<file path="config.mk">
export PLATFORM = sky130hd
export DESIGN_NAME = uart_core_param
export DESIGN_NICKNAME = d
export VERILOG_FILES = /design/src/rtl/uart_core_param.sv
export SDC_FILE = /design/constraint.sdc
export NUM_CORES = 1
export LEC_CHECK = 0
export ABC_AREA = 1
export CORE_MARGIN = 2
export CORE_UTILIZATION = 60
export CTS_BUF_LIST = sky130_fd_sc_hd__clkbuf_16
export DETAILED_ROUTE_END_ITERATION = 7
export DONT_BUFFER_PORTS = 1
export HOLD_SLACK_MARGIN = 0.03
export PLACE_DENSITY = 0.76
export SLEW_MARGIN = 20
export SYNTH_ARGS = -nofsm -noshare
export SYNTH_HDL_FRONTEND = slang
export SYNTH_HIERARCHICAL = 1
export SYNTH_SLANG_ARGS = --single-unit
</file>
<file path="constraint.sdc">
create_clock -name clk -period 5.7 [get_ports clk]
set_input_delay 0.285 -clock clk [delete_from_list [all_inputs] [get_ports clk]]
set_output_delay 0.285 -clock clk [all_outputs]
set_load 0.05 [all_outputs]
</file>
<file path="src/rtl/uart_core_param.sv">
// uart_core_param: parametrised full-duplex UART with baud ticks, oversampling rx, tx, two FIFOs and sticky errors
module uart_core_param_fifo #(
    parameter int W     = 8,
    parameter int DEPTH = 16,
    parameter int AW    = 4
) (
    input  logic         clk,
    input  logic         reset,
    input  logic         push,
    input  logic         pop,
    input  logic [W-1:0] din,
    output logic [W-1:0] dout,
    output logic         empty,
    output logic         full,
    output logic [AW:0]  count
);
    logic [W-1:0] mem [DEPTH];
    logic [AW-1:0] wp, rp;
    logic do_push, do_pop;
    logic [AW:0] count_n;
    assign do_pop = pop && !empty;
    // a full FIFO still accepts a push when the head leaves in the same cycle
    assign do_push = push && (!full || do_pop);
    assign count_n = count + {{AW{1'b0}}, do_push} - {{AW{1'b0}}, do_pop};
    assign dout = empty ? '0 : mem[rp];
    always_ff @(posedge clk) if (do_push) mem[wp] <= din;
    always_ff @(posedge clk or negedge reset) begin
        if (!reset) begin
            wp <= '0;
            rp <= '0;
            count <= '0;
            empty <= 1'b1;
            full <= 1'b0;
        end else begin
            if (do_push) wp <= wp + 1'b1;
            if (do_pop) rp <= rp + 1'b1;
            count <= count_n;
            empty <= count_n == '0;
            full <= count_n == (AW+1)'(DEPTH);
        end
    end
endmodule

module uart_core_param #(
    parameter int CLOCK_RATE = 100_000_000,
    parameter int BAUD_RATE  = 921_600,
    parameter int DATA_BITS  = 8,
    parameter int PARITY     = 0,
    parameter int STOP_BITS  = 1,
    parameter int FIFO_DEPTH = 16,
    localparam int AW = $clog2(FIFO_DEPTH)
) (
    input  logic                 clk,
    input  logic                 reset,
    input  logic                 enable,
    input  logic                 rx,
    input  logic [DATA_BITS-1:0] tx_data,
    input  logic                 write_tx_data,
    input  logic                 read_rx_data,
    input  logic                 clear_err,
    output logic [DATA_BITS-1:0] rx_data,
    output logic                 tx,
    output logic                 rx_empty,
    output logic                 rx_full,
    output logic                 tx_empty,
    output logic                 tx_full,
    output logic [AW:0]          rx_count,
    output logic [AW:0]          tx_count,
    output logic                 tx_busy,
    output logic                 parity_err,
    output logic                 frame_err,
    output logic                 overrun_err
);
    localparam int DIV = (CLOCK_RATE + BAUD_RATE * 8) / (BAUD_RATE * 16);
    localparam int TW = DIV > 1 ? $clog2(DIV) : 1;
    typedef enum logic [2:0] {IDLE, START, DATA, PAR, STOP} state_t;

    logic [TW-1:0] tick_cnt;
    logic tick;
    assign tick = tick_cnt == TW'(DIV - 1);
    always_ff @(posedge clk or negedge reset)
        if (!reset) tick_cnt <= '0;
        else tick_cnt <= tick ? '0 : tick_cnt + 1'b1;

    state_t rx_state, rx_state_n;
    logic rx_s1, rx_sync, rx_prev, rx_par;
    logic [3:0] rx_tcnt, rx_bcnt;
    logic [DATA_BITS-1:0] rx_shift;
    logic rx_mid, rx_done, rx_push, rx_par_bad, rx_start_hit;
    assign rx_mid = tick && rx_tcnt == 4'hf;
    assign rx_start_hit = tick && rx_tcnt == 4'd7;
    assign rx_push = rx_done && rx_sync;
    assign rx_par_bad = PARITY != 0 && rx_par != (PARITY == 2 ? ^rx_shift : ~^rx_shift);
    always_comb begin
        rx_state_n = rx_state;
        rx_done = 1'b0;
        case (rx_state)
            IDLE:  if (enable && rx_prev && !rx_sync) rx_state_n = START;
            START: if (rx_start_hit) rx_state_n = rx_sync ? IDLE : DATA;
            DATA:  if (rx_mid && rx_bcnt == 4'(DATA_BITS - 1)) rx_state_n = PARITY != 0 ? PAR : STOP;
            PAR:   if (rx_mid) rx_state_n = STOP;
            STOP:  if (rx_mid) begin
                       rx_state_n = IDLE;
                       rx_done = 1'b1;
                   end
            default: rx_state_n = IDLE;
        endcase
    end
    always_ff @(posedge clk or negedge reset) begin
        if (!reset) begin
            {rx_s1, rx_sync, rx_prev} <= 3'b111;
            rx_state <= IDLE;
            rx_tcnt <= '0;
            rx_bcnt <= '0;
            rx_shift <= '0;
            rx_par <= 1'b0;
            parity_err <= 1'b0;
            frame_err <= 1'b0;
            overrun_err <= 1'b0;
        end else begin
            {rx_s1, rx_sync, rx_prev} <= {rx, rx_s1, rx_sync};
            rx_state <= rx_state_n;
            // restart the tick phase at mid start bit so data samples land mid-bit
            if (rx_state == IDLE || (rx_state == START && rx_start_hit)) rx_tcnt <= '0;
            else if (tick) rx_tcnt <= rx_tcnt + 1'b1;
            if (rx_state == IDLE) rx_bcnt <= '0;
            if (rx_state == DATA && rx_mid) begin
                rx_shift <= {rx_sync, rx_shift[DATA_BITS-1:1]};
                rx_bcnt <= rx_bcnt + 1'b1;
            end
            if (rx_state == PAR && rx_mid) rx_par <= rx_sync;
            parity_err <= (rx_push && rx_par_bad) || (parity_err && !clear_err);
            frame_err <= (rx_done && !rx_sync) || (frame_err && !clear_err);
            overrun_err <= (rx_push && rx_full && !read_rx_data) || (overrun_err && !clear_err);
        end
    end

    uart_core_param_fifo #(.W(DATA_BITS), .DEPTH(FIFO_DEPTH), .AW(AW)) rx_fifo (
        .clk(clk), .reset(reset), .push(rx_push), .pop(read_rx_data), .din(rx_shift),
        .dout(rx_data), .empty(rx_empty), .full(rx_full), .count(rx_count)
    );

    state_t tx_state, tx_state_n;
    logic [3:0] tx_tcnt, tx_bcnt;
    logic [DATA_BITS-1:0] tx_shift, tx_shift_n, tx_head;
    logic tx_par, tx_par_n, tx_n, tx_end, tx_pop, tx_next;
    assign tx_end = tick && tx_tcnt == 4'hf;
    assign tx_next = enable && !tx_empty;
    assign tx_busy = tx_state != IDLE;
    always_comb begin
        tx_state_n = tx_state;
        tx_pop = 1'b0;
        case (tx_state)
            IDLE:  if (tx_next) begin
                       tx_pop = 1'b1;
                       tx_state_n = START;
                   end
            START: if (tx_end) tx_state_n = DATA;
            DATA:  if (tx_end && tx_bcnt == 4'(DATA_BITS - 1)) tx_state_n = PARITY != 0 ? PAR : STOP;
            PAR:   if (tx_end) tx_state_n = STOP;
            // chain straight into the next start bit so queued words leave without a gap
            STOP:  if (tx_end && tx_bcnt == 4'(STOP_BITS - 1)) begin
                       tx_pop = tx_next;
                       tx_state_n = tx_next ? START : IDLE;
                   end
            default: tx_state_n = IDLE;
        endcase
        tx_shift_n = tx_pop ? tx_head : (tx_state == DATA && tx_end) ? tx_shift >> 1 : tx_shift;
        tx_par_n = tx_pop ? (PARITY == 2 ? ^tx_head : ~^tx_head) : tx_par;
        tx_n = tx_state_n == START ? 1'b0 : tx_state_n == DATA ? tx_shift_n[0] : tx_state_n == PAR ? tx_par_n : 1'b1;
    end
    always_ff @(posedge clk or negedge reset) begin
        if (!reset) begin
            tx_state <= IDLE;
            tx_tcnt <= '0;
            tx_bcnt <= '0;
            tx_shift <= '0;
            tx_par <= 1'b0;
            tx <= 1'b1;
        end else begin
            tx_state <= tx_state_n;
            tx_shift <= tx_shift_n;
            tx_par <= tx_par_n;
            tx <= tx_n;
            if (tx_state == IDLE) tx_tcnt <= '0;
            else if (tick) tx_tcnt <= tx_tcnt + 1'b1;
            if (tx_state_n != tx_state) tx_bcnt <= '0;
            else if (tx_end) tx_bcnt <= tx_bcnt + 1'b1;
        end
    end

    uart_core_param_fifo #(.W(DATA_BITS), .DEPTH(FIFO_DEPTH), .AW(AW)) tx_fifo (
        .clk(clk), .reset(reset), .push(write_tx_data), .pop(tx_pop), .din(tx_data),
        .dout(tx_head), .empty(tx_empty), .full(tx_full), .count(tx_count)
    );
endmodule

</file>
# == Word-level counts from Yosys, hierarchy flattened ==
# Memories as Yosys holds them, arrays and structs flattened.
# Index checks and enable logic that the tools add are counted.
# totals
n_memories,2
in_bits,15
register_bits,79
elab_cells,156
out_inout_bits,27
ramBits,256
# classes
n_reduce_logical,48
mux,40
addsub,13
eq_ne,25
# memory_table
name,words,word_bits,read_ports,rd_clocked_by_memory_dff,wr,line_no,rtl
rx_fifo.mem,16,8,1,0,1,17,logic [W-1:0] mem [DEPTH];
tx_fifo.mem,16,8,1,0,1,17,
# ops
op,n
$mux W3,11
$add A4 B1 Y4 const B,8
$mux W4,8
$mux W8,4
$pmux W3 S5,2
$logic_and A1 B1 Y1,23
$eq A3 B2 Y1 const B,6
$mux W1,13
$eq A4 B3 Y1 const B,3
$add A5 B1 Y5,2
$eq A5 B5 Y1 const B,2
$logic_not A5 Y1,2
$ne A2 B2 Y1 const B,5
$reduce_bool A2 Y1,5
$sub A5 B1 Y5,2
$eq A3 B1 Y1 const B,3
$eq A3 B3 Y1 const B,3
$eq A4 B4 Y1 const B,2
$reduce_xnor A8 Y1,1
$logic_not A1 Y1,7
$logic_not A3 Y1,2
$logic_or A1 B1 Y1,5
$reduce_and A5 Y1,1
$logic_not A4 Y1,1
5 further kinds,5

# == Depth between registers and ports, before layout ==
# Gate-level depths: netlist (run 1).
# depth
depth_word,11
ltp_mapped,18
mapped_depth_nobuf,17

# == Hierarchy ==
# The synthesis (run 1) kept the hierarchy.
# by_module_without_submodules
module,cells_each,area_per_inst_um2,instances,seq_area_each_um2
uart_core_param_fifo,602,6276.0,2,4220.3
uart_core_param,313,2601.2,1,1231.2

# == Worst setup path after synthesis (run 1) ==
# OpenSTA, ideal clock, no wires.
# synth_path
kind,register -> register
start,register tx_state[0]
end,register tx_fifo.full
synth_period_minus_slack_ns,3.047
stages_incl_launch_ff,19
t_arrival_ns,2.975
n_path_buf,1
slack_ns,2.653
setup_time_ns,0.072
path_cell_list,dfrtp_1 -> nor2_2 -> nand2_2 -> nor2_1 -> inv_1 -> nand2_2 -> buf_6 -> nand2_2 -> nand2_1 -> nand2_1 -> ha_1 -> inv_1 -> ha_1 -> inv_1 -> fa_1 -> o21ai_0 -> xor2_1 -> inv_1 -> nor2_1
# synth_between
elab_chain_len,8
# synth_rtl
item,line_no,rtl
start: declaration,143,"state_t tx_state, tx_state_n;"
start signal: assignment,181,tx_state <= tx_state_n;
$eq A3 B3 Y1 / $logic_not A3 Y1 (equally long branches),153,case (tx_state)
$pmux W1 S2 *,153,
via tx_pop,146,"logic tx_par, tx_par_n, tx_n, tx_end, tx_pop, tx_next;"
$logic_and A1 B1 Y1 *,21,assign do_pop = pop && !empty;
$logic_or A1 B1 Y1,23,assign do_push = push && (!full || do_pop);
$logic_and A1 B1 Y1,23,
$add A5 B1 Y5,24,"assign count_n = count + {{AW{1'b0}}, do_push} - {{AW{1'b0}}, do_pop};"
$sub A5 B1 Y5 *,24,
via tx_fifo.count_n[4],20,logic [AW:0] count_n;
$eq A5 B5 Y1 *,39,full <= count_n == (AW+1)'(DEPTH);
end signal: assignment,39,
end: declaration,14,"output logic full,"
# Mark *: on every way through the listed nets, which the timed path passes. The rest lies on a longest branch.
# A chain may end at the register's enable or synchronous reset.

# == Worst setup path in the final report (run 1) ==
# layout_path
start,register rx_fifo.rp[2]
end,output port rx_data[5]
# layout_between
elab_chain_len,2
# layout_rtl
item,line_no,rtl
start: declaration,18,"logic [AW-1:0] wp, rp;"
start signal: assignment,36,if (do_pop) rp <= rp + 1'b1;
$mem_v2 Z16 W8,n/a,
$mux W8,25,assign dout = empty ? '0 : mem[rp];
end: declaration,61,"output logic [DATA_BITS-1:0] rx_data,"
# Every way passes these cells.

==> run summary, run 1 <==
Outcome: finished, final reports clean
Post-CTS Resized: 0
Synth top area cells: edfxtp_1 (51%), nand2_1 (12%), dfrtp_1 (12%)
Syn Nets: 1,559
Seq/Total Area, Yosys: 63.8%
First-pass DRT Iterations: 5
Tightest Pin Transition: 1160 ps
Cts hold-fix bufs: 14
CP Class: flop to output pin
Number of CTS-inserted buffers: 34
Placeable Area: 25,000 sq um
Worst-Skew Late Latency: 520 ps
Min-delay src: enable
Routed WL: 31.2 mm
Synth async-reset ratio: 23.6%
Pwr per Cell Area: 498 nW/um^2
Dominant synthesized flop cell: edfxtp_1
Share of post-route cells with drive strength above 1: 6.25%
CTS tree: done
Initial core utilization: 60.7%
Pleak: 0.00721 uW
Largest net degree at the start of global routing: 80
Final Hold Viols: 0
Most common cell in the netlist: nand2_1
H-tree depth: 2
Post-synth top area share: 50.7%
Maximum VDD drop: 422 uV
Data required time of the worst path: 5410 ps
I/O Pins: 42
Drt wl/cell: 16.7 microns
Area Growth Syn to Fin: 9.03%
First-pass GRT wire length: 50.4 mm
Avg Cell Area, Syn: 9.99 sq um
Vias in the first global route: 10,100
Die width: 163 microns
Tcrit/Tclk final: 65.6%
Clock Tree Root: clkbuf_16
Worst Path Max Fanout: 18
EDFF count, synth: 256
Skew final: 26.3 ps
Mapped cell area: 15,200 sq um
Warnings from Yosys: 6
Final GP Congestion: 0.820
Vias: 10,200
Final min period: 3740 ps
Final Cell Area: 16,500 sq um
DR DRC count: 0
Worst Hold Class: input port to flop
Die Ht: 163 microns
Setup_tns: 0 ps
Gr ovfl total: 0
Max_cap viols: 0
Yosys cell types: 37
Diodes inserted: 0
Dominant cell type by area after synthesis: edfxtp_1
Max Slew Vio Count: 0
Count of input and output buffers: 0
Startpoint types: flop
Synth top cells by count: nand2_1 (501), edfxtp_1 (256), inv_1 (202)
Max-slew headroom: 22.7%
Starting DRT DRC Count: 920
F_max: 267 MHz
Setup violators final: 0
Tot Pwr: 8230 uW
DP Area: 15,200 sq um
Final #Nets: 1,553
Total track usage: 24.2%
Post-CTS setup buffer count: 0
Worst Setup SP: rx_fifo/rp[2]$_DFFE_PN0P_
Clock buffer depth: 3
Final Util: 66.2%
Post-route ant nets: 0
RSZ-0062 raised after global routing: no
FP Rows: 58
Antenna violations before repair: 0
Post-synthesis sequential element count: 335
Hpwl dp: 19.0 mm
Synth Instances: 1,517
CP endpoint kind: output pin
Worst reg2reg startpoint: tx_tcnt[0]$_DFFE_PN0P_
Clk sinks: 335
Reg2Reg Setup Slack: 2200 ps
Fillers: 1,889
Data arrival time of the worst path: 3450 ps
Clock transition at path regs: 60 ps
Total die area: 26,500 sq um
Vias/cell: 5.45
[cell type report]
cell class                      count  area, sq um  share of cell area, %
Clock inverter                     27          246                   1.49
Clock buffer                       35          876                   5.30
Sequential cell                   335         9670                   58.6
Timing Repair Buffer               18          188                   1.14
Tap cell                          330          413                   2.50
Inverter                          212          798                   4.83
Multi-Input combinational cell    910         4330                   26.2
[per-layer routing]
layer	share of wire (%)	wire [microns]	GRT usage (%)
met1	40	12500	31.0
met2	50	15700	41.9
met3	6.5	2020	3.28
met4	2.9	902	9.94
met5	0	0	0
[cells by family after synthesis]
group                    synth area share (%)
AO/OA/AOI/OAI                            2.09
AND/OR/NAND/NOR                          22.1
buffers and inverters                    7.62
flip-flops                               63.8
adder cells (fa/ha/maj)                  2.33
XOR/XNOR                                 2.02
[per-stage QoR]
stage	hold slack, ps	setup WS [ps]	instances
floorplan	-10.6	2650	1517
global placement	-9.35	2420	1791
detailed placement	-9.14	2260	1791
CTS	164	2020	1867
global route	231	1860	1867
finish	172	1960	1867
[critical path, stage by stage (launching register included)]
cell	delay, ps
dfrtp_1	800
clkinv_1	710
nand3_1	330
nand3_1	170
a21oi_1	900
[flip-flops by register name (all words and copies together) (netlist names), 5 cells and up]
| register | count |
|---|---|
| rx_fifo/count | 5 |
| tx_fifo/mem | 128 |
| tx_shift | 8 |
| rx_fifo/mem | 128 |
| tx_fifo/count | 5 |
| rx_shift | 8 |
[worst paths after layout]
| kind | end | depth (start not counted) |
|---|---|---|
| setup / recovery | rx_data[5] | 4 |
| setup reg to reg | tx_fifo/full$_DFF_PN0_ | 17 |
| max in group asynchronous | tx_fifo/empty$_DFF_PN1_ | 2 |
| hold reg to reg | rx_sync$_DFF_PN1_ | 0 |
| min in group asynchronous | rx_fifo/count[3]$_DFF_PN0_ | 2 |
| hold / removal | rx_state[2]$_DFFE_PN0P_ | 6 |
[power by group]
group          total, uW  switching, uW  leakage, uW  internal (uW)
sequential          3280            413      0.00362           2870
combinational       2740           1920      0.00302            819
clock               2200            901     0.000570           1300
[layout by cell type (no fill, tap or decap), types with 5 or more instances in the layout]
cell type      instances
o21ai_0               18
o21ai_1                6
dfstp_2                6
xor2_1                25
dlygate4sd3_1         13
xnor2_1               10
a21oi_1               26
inv_1                207
clkinv_1              13
ha_1                  25
a22oi_1                6
nand4_1                8
clkinv_2               7
edfxtp_1             256
nand3_2                5
nor2_1                58
clkbuf_16             35
nand2_2               11
dfrtp_1               71
nand2_1              501
nand3_1              187
Power figures use the tool's default switching activity.
==> inputs of run 2 (changes only) <==
==> constraint.sdc (replaced) <==
create_clock -name clk -period 3.7 [get_ports clk]
set_input_delay 0.185 -clock clk [delete_from_list [all_inputs] [get_ports clk]]
set_output_delay 0.185 -clock clk [all_outputs]
set_load 0.05 [all_outputs]
==> run 2 against run 1 <==
Final area up 0.69%; critical path type is now flop to flop; critical endpoint is now tx_fifo/full$_DFF_PN0_; register-to-register slack got worse by 1800 ps; clock skew is 3.3 ps lower; via count shrank 0.40%.
==> run summary, run 2 (same netlist as run 1, synthesis figures left out) <==
Outcome: finished, final reports clean (unchanged)
Final #Nets: 1,574 (was 1,553)
Sw frac: 39.1% (was 39.3%)
Diodes inserted: 0 (unchanged)
Initial core utilization: 60.7% (unchanged)
Tightest Pin Transition: 918 ps (was 1160 ps)
Pint: 7750 uW (was 4990 uW)
Startpoint types: flop (unchanged)
Slowest CP cell: fa_1 (was a21oi_1)
Gr ovfl total: 0 (unchanged)
Post-CTS setup buffer count: 0 (unchanged)
Data arrival time of the worst path: 3740 ps (was 3450 ps)
Vias: 10,100 (was 10,200)
Sequential Power Share: 39.2% (was 39.9%)
Worst Hold Class: input port to flop (unchanged)
Maximum VDD drop: 795 uV (was 422 uV)
Routed WL: 31.1 mm (was 31.2 mm)
Share of post-route cells with drive strength above 1: 7.39% (was 6.25%)
Setup violators final: 0 (unchanged)
Post-route ant nets: 0 (unchanged)
Die Ht: 163 microns (unchanged)
Skew final: 23.1 ps (was 26.3 ps)
Most frequent cells in the layout: nand2_1 (501), edfxtp_1 (256), inv_1 (212) (was nand2_1 (501), edfxtp_1 (256), inv_1 (207))
Clock buffer depth: 3 (unchanged)
Clock transition at path regs: 60 ps (about the same)
Final Util: 66.6% (was 66.2%)
Total track usage: 24.3% (was 24.2%)
H-tree depth: 2 (unchanged)
Commonest non-fill, non-tap cell in the layout: nand2_1 (unchanged)
Area Growth Syn to Fin: 9.78% (was 9.03%)
Max-slew headroom: 38.8% (was 22.7%)
Antenna violations before repair: 0 (unchanged)
Count of non-filler cells in the finished layout: 1,886 (was 1,867)
Pwr per Cell Area: 766 nW/um^2 (was 498 nW/um^2)
Final worst slack: 396 ps (was 1960 ps)
I/O Pins: 42 (unchanged)
Critical path's largest stage delay: 430 ps (was 900 ps)
DR DRC count: 0 (unchanged)
CP endpoint kind: flop (was output pin)
Total die area: 26,500 sq um (unchanged)
F_max: 303 MHz
CP delay by family, top: adder cells (was compound AO/OA/AOI/OAI gates)
Cts hold-fix bufs: 14 (unchanged)
Number of CTS-inserted buffers: 35 (was 34)
Final Hold Viols: 0 (unchanged)
Vias/cell: 5.38 (was 5.45)
Clk sinks: 335 (unchanged)
RSZ-0062 raised after global routing: no (unchanged)
Max Slew Vio Count: 0 (unchanged)
Final GP Congestion: 0.855 (was 0.820)
Pleak: 0.00731 uW (was 0.00721 uW)
WP buf/inv: 4 (was 1)
FP Rows: 58 (unchanged)
Clk pwr share: 25.6% (was 26.8%)
Worst-Skew Late Latency: 530 ps (was 520 ps)
Clock Tree Root: clkbuf_16 (unchanged)
Count of input and output buffers: 0 (unchanged)
Worst Path Max Fanout: 11 (was 18)
Cell mode on critical path: inv_1 (was nand3_1)
Tcrit/Tclk final: 89.3%
Setup_tns: 0 ps (unchanged)
Post-place setup slack: 398 ps (was 2260 ps)
First-pass DRT Iterations: 6 (was 5)
Vias in the first global route: 9,884 (was 10,100)
CTS tree: done (unchanged)
Post-CTS Resized: 0 (unchanged)
Data required time of the worst path: 4140 ps (was 5410 ps)
Fillers: 1,852 (was 1,889)
Drt wl/cell: 16.5 microns (was 16.7 microns)
Psw: 4990 uW (was 3230 uW)
Combinational power share: 35.1% (was 33.3%)
Starting DRT DRC Count: 825 (was 920)
Largest net degree at the start of global routing: 80 (unchanged)
Die width: 163 microns (unchanged)
Final min period: 3300 ps
Crit path cell chain: inv_1 > ha_1 > nor3b_1 > nand3_2 > nand2_2 > nand2_2 > nand2_1 > nand2_1 > ha_1 > inv_1 > ha_1 > inv_1 > fa_1 > o21ai_0 > xor2_1 > inv_1 > nor2_1 (was clkinv_1 > nand3_1 > nand3_1 > a21oi_1)
First-pass GRT wire length: 50.5 mm (was 50.4 mm)
Placeable Area: 25,000 sq um (unchanged)
Placed Cells incl. Taps: 1,811 (was 1,791)
Hpwl dp: 19.1 mm (was 19.0 mm)
Biggest regs: rx_fifo/mem x128, tx_fifo/mem x128 (unchanged)
CP Class: flop to flop (was flop to output pin)
Max_cap viols: 0 (unchanged)
## run 2: changes by cell type in the layout (fill, tap and decap cells not counted), sizes merged
cell | previous run | this run
buf | 5 | 25
clkbuf | 35 | 36
inv | 212 | 220
bufinv | 4 | 2
clkinvlp | 1 | 0
clkinv | 22 | 15
## run 2: worst paths after layout
| path | startpoint | end | slack, ps | cells after the start |
|---|---|---|---|---|
| max reg2reg | tx_bcnt[0]$_DFFE_PN0P_ | tx_fifo/full$_DFF_PN0_ | 400 | 17 |
| max | tx_bcnt[0]$_DFFE_PN0P_ | tx_fifo/full$_DFF_PN0_ | 400 | 17 |
| min reg2reg | rx_s1$_DFF_PN1_ | rx_sync$_DFF_PN1_ | 350 | 0 |
| min | enable | rx_state[2]$_DFFE_PN0P_ | 60 | 6 |
| max in group asynchronous | reset | tx_fifo/empty$_DFF_PN1_ | 3080 | 2 |
| min in group asynchronous | reset | rx_fifo/rp[3]$_DFFE_PN0P_ | 230 | 2 |
## run 2: per-stage QoR
step           instance area, sq um  power, uW  hold WS, ps
6_report                      16600      12700         60.2
5_1_grt                       16600      13500         63.9
4_1_cts                       16600      12800         53.1
3_5_place_dp                  15400       9450         -110
3_3_place_gp                  15400       9310         -109
2_1_floorplan                 15200       8450         -111
## run 2: worst min-delay path, stage by stage
cell     delay [ps]
nand3_1          60
nand2_1          60
nand2_2          80
nor2_4           50
nand3_1          60
nand2_1          40
## run 2: per-layer routing
layer | wire length (microns) | vias to the layer above | track usage [%] | share of wire [%]
li1 | - | 4926 | - | -
met1 | 12900 | 4856 | 31.3 | 41
met2 | 15900 | 306 | 43.1 | 51
met3 | 1680 | 53 | 3.44 | 5.4
met4 | 701 | 0 | 7.32 | 2.3
met5 | 0 | - | 0 | 0
## run 2: power groups by stage
stage	combinational, uW	sequential, uW	clock (uW)
after CTS	4460	5000	3320
after global routing	4980	5040	3470
after floorplan	3520	4930	0
after global placement	4250	5060	0
after detailed placement	4370	5070	0
final	4470	5000	3270
## run 2: layout make-up
type / count / area (sq um) / share of cell area (%)
Clock buffer: 36 / 901 / 5.42
Clock inverter: 25 / 175 / 1.05
Inverter: 212 / 796 / 4.78
Multi-Input combinational cell: 910 / 4330 / 26.0
Sequential cell: 335 / 9670 / 58.2
Tap cell: 330 / 413 / 2.48
Timing Repair Buffer: 38 / 350 / 2.11
